## src/rtl/fp_operand_loader.sv

```systemverilog
// Collects NUM_OPS packed floating-point words from a word-serial bus after a rising
// edge of enable, unpacks each into sign/exponent/significand and classifies it.
module fp_operand_loader #(
   parameter int EXP_W   = 5,
   parameter int MANT_W  = 10,
   parameter int NUM_OPS = 2
) (
   input  logic                          clk,
   input  logic                          rst_n,
   input  logic                          enable,
   input  logic [EXP_W+MANT_W:0]         data_in,
   input  logic                          data_stb,
   output logic [NUM_OPS-1:0]            sign,
   output logic [NUM_OPS*EXP_W-1:0]      exp,
   output logic [NUM_OPS*(MANT_W+1)-1:0] mant,
   output logic [NUM_OPS-1:0]            is_zero,
   output logic [NUM_OPS-1:0]            is_sub,
   output logic [NUM_OPS-1:0]            is_inf,
   output logic [NUM_OPS-1:0]            is_nan,
   output logic                          busy,
   output logic                          valid,
   output logic                          aborted
);

   localparam int W     = 1 + EXP_W + MANT_W;
   localparam int MW    = MANT_W + 1;
   localparam int IDX_W = (NUM_OPS > 1) ? $clog2(NUM_OPS) : 1;

   localparam logic [IDX_W-1:0] LAST_IDX = IDX_W'(NUM_OPS - 1);

   localparam logic [1:0] ST_IDLE    = 2'd0;
   localparam logic [1:0] ST_COLLECT = 2'd1;
   localparam logic [1:0] ST_DONE    = 2'd2;

   logic [1:0]       state_q, state_d;
   logic [IDX_W-1:0] idx_q, idx_d;
   logic             prev_enable_q, prev_enable_d;
   logic             armed_q, armed_d;
   logic             valid_q, valid_d;
   logic             aborted_q, aborted_d;

   logic [NUM_OPS-1:0]       sign_q, sign_d;
   logic [NUM_OPS*EXP_W-1:0] exp_q, exp_d;
   logic [NUM_OPS*MW-1:0]    mant_q, mant_d;
   logic [NUM_OPS-1:0]       zero_q, zero_d;
   logic [NUM_OPS-1:0]       sub_q, sub_d;
   logic [NUM_OPS-1:0]       inf_q, inf_d;
   logic [NUM_OPS-1:0]       nan_q, nan_d;

   logic             edge_det;
   logic             cap;
   logic [IDX_W-1:0] cap_idx;

   logic              in_sign;
   logic [EXP_W-1:0]  in_exp;
   logic [MANT_W-1:0] in_frac;
   logic              exp_zero;
   logic              exp_ones;
   logic              frac_zero;

   assign in_sign   = data_in[W-1];
   assign in_exp    = data_in[MANT_W +: EXP_W];
   assign in_frac   = data_in[MANT_W-1:0];
   assign exp_zero  = (in_exp == '0);
   assign exp_ones  = &in_exp;
   assign frac_zero = (in_frac == '0);

   // armed_q blocks an edge on the first cycle after reset so prev_enable samples first
   assign edge_det      = enable & ~prev_enable_q & armed_q;
   assign prev_enable_d = enable;
   assign armed_d       = 1'b1;

   always_comb begin
      state_d   = state_q;
      idx_d     = idx_q;
      valid_d   = 1'b0;
      aborted_d = 1'b0;
      cap       = 1'b0;
      cap_idx   = idx_q;
      case (state_q)
         ST_IDLE: begin
            if (edge_det) begin
               state_d = ST_COLLECT;
               idx_d   = '0;
               cap_idx = '0;
               cap     = data_stb;
            end
         end
         ST_COLLECT: begin
            if (!enable) begin
               state_d   = ST_IDLE;
               aborted_d = 1'b1;
            end else begin
               cap = data_stb;
            end
         end
         ST_DONE: begin
            if (!enable) begin
               state_d = ST_IDLE;
            end
         end
         default: state_d = ST_IDLE;
      endcase
      if (cap) begin
         if (cap_idx == LAST_IDX) begin
            state_d = ST_DONE;
            valid_d = 1'b1;
         end else begin
            idx_d = cap_idx + IDX_W'(1);
         end
      end
   end

   // Only the addressed slot changes; every other slot keeps its last captured word
   always_comb begin
      sign_d = sign_q;
      exp_d  = exp_q;
      mant_d = mant_q;
      zero_d = zero_q;
      sub_d  = sub_q;
      inf_d  = inf_q;
      nan_d  = nan_q;
      for (int i = 0; i < NUM_OPS; i++) begin
         if (cap && (cap_idx == IDX_W'(i))) begin
            sign_d[i]                = in_sign;
            exp_d[i*EXP_W +: EXP_W]  = in_exp;
            mant_d[i*MW +: MW]       = {~exp_zero, in_frac};
            zero_d[i]                = exp_zero & frac_zero;
            sub_d[i]                 = exp_zero & ~frac_zero;
            inf_d[i]                 = exp_ones & frac_zero;
            nan_d[i]                 = exp_ones & ~frac_zero;
         end
      end
   end

   always_ff @(posedge clk or negedge rst_n) begin
      if (!rst_n) begin
         state_q       <= ST_IDLE;
         idx_q         <= '0;
         prev_enable_q <= 1'b0;
         armed_q       <= 1'b0;
         valid_q       <= 1'b0;
         aborted_q     <= 1'b0;
         sign_q        <= '0;
         exp_q         <= '0;
         mant_q        <= '0;
         zero_q        <= '0;
         sub_q         <= '0;
         inf_q         <= '0;
         nan_q         <= '0;
      end else begin
         state_q       <= state_d;
         idx_q         <= idx_d;
         prev_enable_q <= prev_enable_d;
         armed_q       <= armed_d;
         valid_q       <= valid_d;
         aborted_q     <= aborted_d;
         sign_q        <= sign_d;
         exp_q         <= exp_d;
         mant_q        <= mant_d;
         zero_q        <= zero_d;
         sub_q         <= sub_d;
         inf_q         <= inf_d;
         nan_q         <= nan_d;
      end
   end

   assign sign    = sign_q;
   assign exp     = exp_q;
   assign mant    = mant_q;
   assign is_zero = zero_q;
   assign is_sub  = sub_q;
   assign is_inf  = inf_q;
   assign is_nan  = nan_q;
   assign busy    = (state_q == ST_COLLECT);
   assign valid   = valid_q;
   assign aborted = aborted_q;

endmodule

```

## config.mk

```make
export PLATFORM = sky130hd
export DESIGN_NAME = fp_operand_loader
export DESIGN_NICKNAME = d
export VERILOG_FILES = /design/src/rtl/fp_operand_loader.sv
export SDC_FILE = /design/constraint.sdc
export NUM_CORES = 1
export LEC_CHECK = 0
export BUFFER_PORTS_ARGS = -buffer_cell sky130_fd_sc_hd__buf_2
export CORE_UTILIZATION = 50
export CTS_CLUSTER_DIAMETER = 40
export DETAILED_ROUTE_END_ITERATION = 12
export GPL_TIMING_DRIVEN = 0
export PLACE_DENSITY_LB_ADDON = 0.12
export SLEW_MARGIN = 20
export SYNTH_ARGS = -nofsm -noshare
export SYNTH_HDL_FRONTEND = slang
export SYNTH_SLANG_ARGS = --single-unit
```

## constraint.sdc

```tcl
create_clock -name clk -period 3.22 [get_ports clk]
set_input_delay 0.483 -clock clk [delete_from_list [all_inputs] [get_ports clk]]
set_output_delay 0.483 -clock clk [all_outputs]
set_load 0.01 [all_outputs]
```

---- After elaboration in Yosys (flattened, before gate mapping) ----
Index checks and enable logic that the tools add are counted.
word-level totals
  logic and storage cells ................. 56
  register bits ........................... 49
  bits of input ports ..................... 20
cells by class
  equal/unequal tests ..................... 2
  add/sub/neg operators ................... 1
  reductions and logical operators ........ 7
  bitwise operators ....................... 10
  mux-type cells .......................... 16
operators with widths
  operator             number
  $logic_not 10->1     1
  $mux 1               10
  $mux 2               4
  $and 1x1->1          6
  $logic_not 5->1      1
  $reduce_and 5->1     1
  $not 1->1            4
  $pmux 2 s2           1
  $eq 2x1->1 const B   1
  $eq 2x2->1 const B   1
  $logic_and 1x1->1    2
  $logic_not 2->1      1
  $pmux 1 s2           1
  $reduce_or 2->1      1
  $add 1x1->1 const B  1

---- Longest topological paths before layout ----
Gate-level depths: netlist of the first run.
  depth in word-level cells ............... 8
  gate-level depth with buffers ........... 7
  depth with buffers taken out ............ 6

---- Worst setup path before layout of the first run ----
Ideal clock, no wire load.
  kind .................................... reg-to-reg
  start point ............................. reg state_q[0]
  end point ............................... reg exp_q[8] (netlist: exp[8])
  arrival ................................. 1.671 ns
  clock period less this slack ............ 1.796 ns
  cell stages (with the launch flop) ...... 7
  path slack .............................. 1.424 ns
  required time ........................... 3.095 ns
  cells stage by stage .................... dfrtp_1 > inv_1 > ha_1 > and3b_4 > o2111ai_4 > buf_6 > mux2_4
on the way
  cells in the longest elaborated chain, start to end .. 3
ends and longest elaborated chain
  what                                                  RTL line  source
  start, declared                                       35        logic [1:0] state_q, state_d;
  start signal, assigned                                152       state_q <= state_d;
  $eq 2x1->1 / $logic_not 2->1 (equally long branches)  80        case (state_q)
  $pmux 1 s2 / $mux 1 (equally long branches)           80
  $logic_and 1x1->1 (*)                                 124       if (cap && (cap_idx == IDX_W'(i))) begin
  end signal, assigned                                  159       exp_q <= exp_d;
  end, declared                                         43        logic [NUM_OPS*EXP_W-1:0] exp_q, exp_d;
Every way passes the cells marked *; elsewhere a longest branch is shown, timed or not.
A chain may end at the register's enable or synchronous reset.

---- Worst setup path in the final report of the first run ----
  start point ............................. reg state_q[0]
  end point ............................... reg sign_q[1] (netlist: sign[1])
on the way
  cells in the longest elaborated chain, start to end .. 3
ends and longest elaborated chain
  what                                                  RTL line  source
  $eq 2x1->1 / $logic_not 2->1 (equally long branches)  80
  $pmux 1 s2 / $mux 1 (equally long branches)           80
  $logic_and 1x1->1 (*)                                 124
  end signal, assigned                                  158       sign_q <= sign_d;
  end, declared                                         42        logic [NUM_OPS-1:0] sign_q, sign_d;
Marked as above.

==> results of run 1 <==
## cell type report
cell class | instances | area (sq um)
plain buffers | 5 | 31.3
multi-input cells | 117 | 741
flip-flops and latches | 49 | 1230
clock inverters | 1 | 5.00
clock buffers | 7 | 96.3
repair buffers | 64 | 323
well taps | 48 | 60.1
fillers | 330 | 1270
inverters | 4 | 15.0
## cells by family (layout without fill, tap and decap cells)
kind of cell	Yosys count	after routing
compound gates	18	18
other cells	1	1
fa+ha+maj	3	3
simple gates	79	79
buf+inv	9	81
mux	16	16
flops	49	49
## stage by stage
step | power [mW] | cells | utilization, % | hold WS (ps)
floorplan | 1.40 | 175 | - | 187
global placement | 1.69 | 287 | 63.5 | 453
detailed placement | 1.72 | 287 | 63.5 | 458
CTS | 2.10 | 295 | 66.2 | 354
global route | 2.22 | 295 | 66.2 | 237
finish | 2.08 | 295 | 66.2 | 188
## power groups by stage
| stage | logic, mW | registers, mW | clock network (mW) |
|---|---|---|---|
| after floorplan | 0.331 | 1.07 | 0 |
| after global placement | 0.723 | 0.971 | 0 |
| after detailed placement | 0.742 | 0.979 | 0 |
| after CTS | 0.744 | 0.967 | 0.389 |
| after global routing | 0.818 | 0.990 | 0.415 |
| final | 0.734 | 0.967 | 0.381 |
## flip-flops by register name, indices dropped and copies added, names as in the netlist, 2 cells and up
| name | flops |
|---|---|
| state_q | 2 |
| is_sub | 2 |
| is_nan | 2 |
| is_zero | 2 |
| exp | 10 |
| sign | 2 |
| mant | 22 |
| is_inf | 2 |
## layout by cell type, fill, tap and decap left out, drive strengths merged
| cell type | count |
|---|---|
| o221a | 1 |
| ha | 3 |
| a2111oi | 1 |
| nand2 | 63 |
| buf | 69 |
| o41ai | 1 |
| nand4b | 1 |
| dfrtp | 49 |
| nor4bb | 1 |
| a21oi | 1 |
| nor4 | 1 |
| o221ai | 1 |
| and2 | 1 |
| conb | 1 |
| or4 | 1 |
| o21ai | 12 |
| o2111ai | 1 |
| mux2 | 16 |
| nor2b | 1 |
| nand3 | 1 |
| and4 | 1 |
| and3b | 1 |
| inv | 4 |
| nand4 | 1 |
| clkbuf | 7 |
| and4b | 1 |
| clkinv | 1 |
| nor2 | 5 |
## routing by layer
| layer | vias up | share of wire (%) | global-route usage (%) |
|---|---|---|---|
| met5 | - | 0 | 0 |
| met4 | 0 | 1.4 | 8.42 |
| met3 | 6 | 5.2 | 4.34 |
| met2 | 51 | 44 | 30.5 |
| met1 | 695 | 49 | 29.5 |
| li1 | 725 | - | - |
## worst register-to-register path, cell delays in order (launching register included)
cell,delay [ps]
dfrtp_1,390
inv_1,80
ha_1,240
and3b_4,230
o2111ai_4,360
buf_6,240
mux2_4,320
## synthesized netlist by cell type, types with 3 or more instances
library cell	instances
nand2_1	63
dfrtp_1	49
o21ai_0	12
mux2_4	9
mux2_2	7
nor2_1	5
buf_2	4
ha_1	3
inv_1	3
## final timing paths
| path | start | end | slack, ps | cells past startpoint |
|---|---|---|---|---|
| worst max-delay path | state_q[0]$_DFF_PN0_ | sign[1]$_DFFE_PN0P_ | 1260 | 6 |
| worst min-delay path | rst_n | is_zero[1]$_DFFE_PN0P_ | 190 | 1 |
| worst max register to register | state_q[0]$_DFF_PN0_ | sign[1]$_DFFE_PN0P_ | 1260 | 6 |
| worst min register to register | mant[0]$_DFFE_PN0P_ | mant[0]$_DFFE_PN0P_ | 470 | 2 |
| max in group asynchronous | rst_n | aborted$_DFF_PN0_ | 2630 | 1 |
| min in group clk | enable | prev_enable_q$_DFF_PN0_ | 360 | 1 |
==> impl_metrics.ini, run 1 <==
[critical_path]
crit_buf_inv = 2
crit_path_start_kind = flip-flop
cpMaxStageDelayCell = dfrtp_1
path_cells = inv_1 > ha_1 > and3b_4 > o2111ai_4 > buf_6 > mux2_4
critPathRequiredTime_ps = 3410
crit_path_end_kind = flip-flop
cp_top_family = flip-flops
crit_path_max_fanout = 10
path_class = reg2reg
critPathMaxStageDelay_ps = 390
worst_ep_arrival_time_ps = 2140

[sta]
setup_ws_ps = 1260
hold_viol_final = 0
slew_violations = 0
min_period_ps = 1960
max_freq_ghz = 0.511
rsz0062_at_grt = no
fin_crit_sh_pct = 60.8
tightest_slew_ps = 588
clock-skew-final_ps = 6.69
setup_tns_ps = 0
setup_viol = 0
max-slew-margin-rel_pct = 60.8

[die]
initial_utilization_pct = 53.4
fp.coreArea_sq_um = 3770
die_h_microns = 65.5
io_pins = 65
die-area_sq_um = 4280
fp-row-count = 22
die_width_microns = 65.5

[clocking]
htree_levels = 2
cts_tree = done
clk_latency_ps = 290
cts_resized = 0
postCtsSetupBuffers = 0
cts_buffers = 5
clk_pin_slew_ps = 90
cts.path.max_buffers = 2
hold_buffers = 0
clock_tree.root_cell = clkbuf_8
cts_num_sinks = 49

[synthesis]
seq_area_frac_synth_pct = 60.9
synth_warnings = 0
synth_area_leader_cell = dfrtp_1
netlist_area_sq_um = 2010
async_flop_share_pct = 100
synth_compound_area_share_pct = 7.02
synthSimpleGateAreaFrac_pct = 17.1
syn-instance-count = 175
synthFlopType = dfrtp_1
ys_top_cells_by_area = dfrtp_1 61%, nand2_1 12%, mux2_4 6.7%
synthMuxAreaShare_pct = 10.6
synth_xor_area_share_pct = 0
synth_edf_count = 0
syn_nets = 198
synth_seq_cells = 49
yosys.area.top_type_share_pct = 60.9
syn-mean-instance-area_sq_um = 11.5
synth_top_family_by_area = simple AND/OR/NAND/NOR gates
synth_adder_area_share_pct = 1.86
yosysUniqueCellTypes = 29

[routing]
drtAntennaViolNets = 0
dr.pass1.iters = 4
vias_per_cell = 5.01
route.detailed.drc = 0
wl_microns = 3910
drtIter0Drc = 81
drt-wirelength-per-cell_microns = 13.3
vias = 1477

[placement]
dp_worst_setup_slack_ps = 1250
placedInstanceArea_sq_um = 2390
post-dp-hpwl_microns = 2940
place_congestion = 0.777
numPortBuffers = 64

[global_routing]
grt_max_degree = 50
grt_pass1_wl_microns = 6560
grtUsageTotal_pct = 20.6
overflow = 0
antenna_found_initial = 0
grt_pass1_vias = 1423

[power]
seqPwrFrac_pct = 46.5
p_per_area_nw_per_um2 = 834
switching_share_pct = 33.1
internal_power_mw = 1.39
pwr-share-comb_pct = 35.2
p_switching_mw = 0.689
ir_drop_mv = 0.455
clockPowerShare_pct = 18.3
p_leak_nw = 1.36

[final_layout]
diodes = 0
area_growth_pct = 24.1
drive_above_1_share_pct = 40.5
final_area_sq_um = 2500
nets = 269

[min_path]
hold_path.class = in2async

[status]
status = completed

[run]
maxCapViolations = 0
Note: power is estimated with default switching activity, not from simulation.
==> inputs of run 2 (changes only) <==
- CORE_UTILIZATION: 50 -> 45
- clock period: 3.22 -> 1.6 ns (I/O delays scaled with it)
==> impl_metrics.ini, run 2 (synthesis results as in run 1) <==
[status]
status = finished with violations
violations = setup timing

[placement]
place_congestion = 0.713
post-dp-hpwl_microns = 2990
placedInstanceArea_sq_um = 2410
numPortBuffers = 64

[routing]
vias_per_cell = 4.94
drtIter0Drc = 78
wl_microns = 4450
wl_met1_microns = 2140
route.detailed.drc = 0
dr.pass1.iters = 4
drt-wirelength-per-cell_microns = 14.3
met2WireLength_microns = 2000
vias = 1535
drtAntennaViolNets = 0
route.met3.wl_microns = 254
top_layer = met4

[sta]
hold_viol_final = 0
clock-skew-final_ps = 8.38
setup_ws_ps = -113
max_freq_ghz = 0.584
setup_viol = 43
slew_violations = 0
max-slew-margin-rel_pct = 60.1
rsz0062_at_grt = yes
min_period_ps = 1710
tightest_slew_ps = 598
holdWs_ps = 113
fin_crit_sh_pct = 107
setup_tns_ps = -2310

[final_layout]
final_area_sq_um = 2800
drive_above_1_share_pct = 47.1
nets = 283
utilization_pct = 67.6
final_cell_mix = 63 x buf_2, 60 x nand2_1, 49 x dfrtp_1
fillers = 339
final_common_cell = buf_2
diodes = 0
largest_reg_flops = 22
area_growth_pct = 39.1

[clocking]
clock_tree.root_cell = clkbuf_8
clk_pin_slew_ps = 90
cts_tree = done
clk_latency_ps = 300
cts_buffers = 5
cts.path.max_buffers = 2
cts_num_sinks = 49
htree_levels = 2

[die]
die_h_microns = 68.9
die-area_sq_um = 4750
die_width_microns = 68.9
initial_utilization_pct = 48.6
fp-row-count = 23
fp.coreArea_sq_um = 4140
io_pins = 65

[critical_path]
path_cells = inv_2 > ha_4 > and3b_4 > o2111ai_4 > buf_12 > mux2_4
worst_ep_arrival_time_ps = 1900
cpMaxStageDelayCell = dfrtp_1
crit_buf_inv = 2
crit_path_max_fanout = 10
path_class = reg2reg
critPathRequiredTime_ps = 1790
crit_path_start_kind = flip-flop
cp_top_family = flip-flops
crit_path_end_kind = flip-flop
r2r_slack_ps = -110
critPathMaxStageDelay_ps = 400

[global_routing]
grt_max_degree = 50
overflow = 0
antenna_found_initial = 0
grtUsageTotal_pct = 20.5
grt_pass1_wl_microns = 6810
grt_pass1_vias = 1361

[power]
p_per_area_nw_per_um2 = 1620
power.total_mw = 4.55
ir_drop_mv = 0.796
p_leak_nw = 1.52

[run]
maxCapViolations = 0

[min_path]
hold_path.class = in2reg
[run 2: cell types whose count changed in the layout (fill, tap and decap cells not counted), sizes merged]
cell and delta:
clkbuf +1, dlygate4sd3 +1, buf +12
[run 2: final timing paths]
kind                                           start                       to  cells past startpoint
worst max register to register  state_q[0]$_DFF_PN0_      sign[1]$_DFFE_PN0P_                      6
worst min-delay path                          enable  prev_enable_q$_DFF_PN0_                      1
worst max-delay path            state_q[0]$_DFF_PN0_      sign[1]$_DFFE_PN0P_                      6
min in group asynchronous                      rst_n    is_sub[1]$_DFFE_PN0P_                      2
worst min register to register    exp[3]$_DFFE_PN0P_       exp[3]$_DFFE_PN0P_                      2
max in group asynchronous                      rst_n     mant[16]$_DFFE_PN0P_                      2
[run 2: report_power, final]
part           switching (mW)  internal (mW)  total, mW
Combinational           0.861          0.958       1.82
Clock                   0.392          0.391      0.783
Sequential              0.247           1.70       1.94
Total                    1.50           3.05       4.55
[run 2: repair_timing]
action,CTS,global route
cloned,0,2
hold buffers,0,1
setup endpoints to repair,44,44
hold endpoints to repair,0,39
resized for setup,12,26
setup buffers,6,6
pin swaps,2,4
[run 2: final cells by class]
cell class                 instances  area, sq um  share of cell area, %
buffer                             4         57.6                   2.06
timing repair buffer              79          508                   18.1
clock buffer                       7         96.3                   3.44
multi-input combinational        117          827                   29.5
tap                               50         62.6                   2.23
sequential                        49         1230                   43.8
inverter                           4         17.5                  0.626
clock inverter                     1         5.00                  0.179
[run 2: metal layers]
metal  track usage, %  up-vias
li1                 -      748
met3             5.43        7
met4             7.65        0
met2             29.6       57
met5                0        -
met1             29.3      723
[run 2: metrics by stage]
step / instances / setup WS (ps)
after floorplan: 175 / -134
after global placement: 289 / -301
after detailed placement: 289 / -304
after CTS: 302 / -92.9
after global routing: 311 / -183
final: 311 / -113
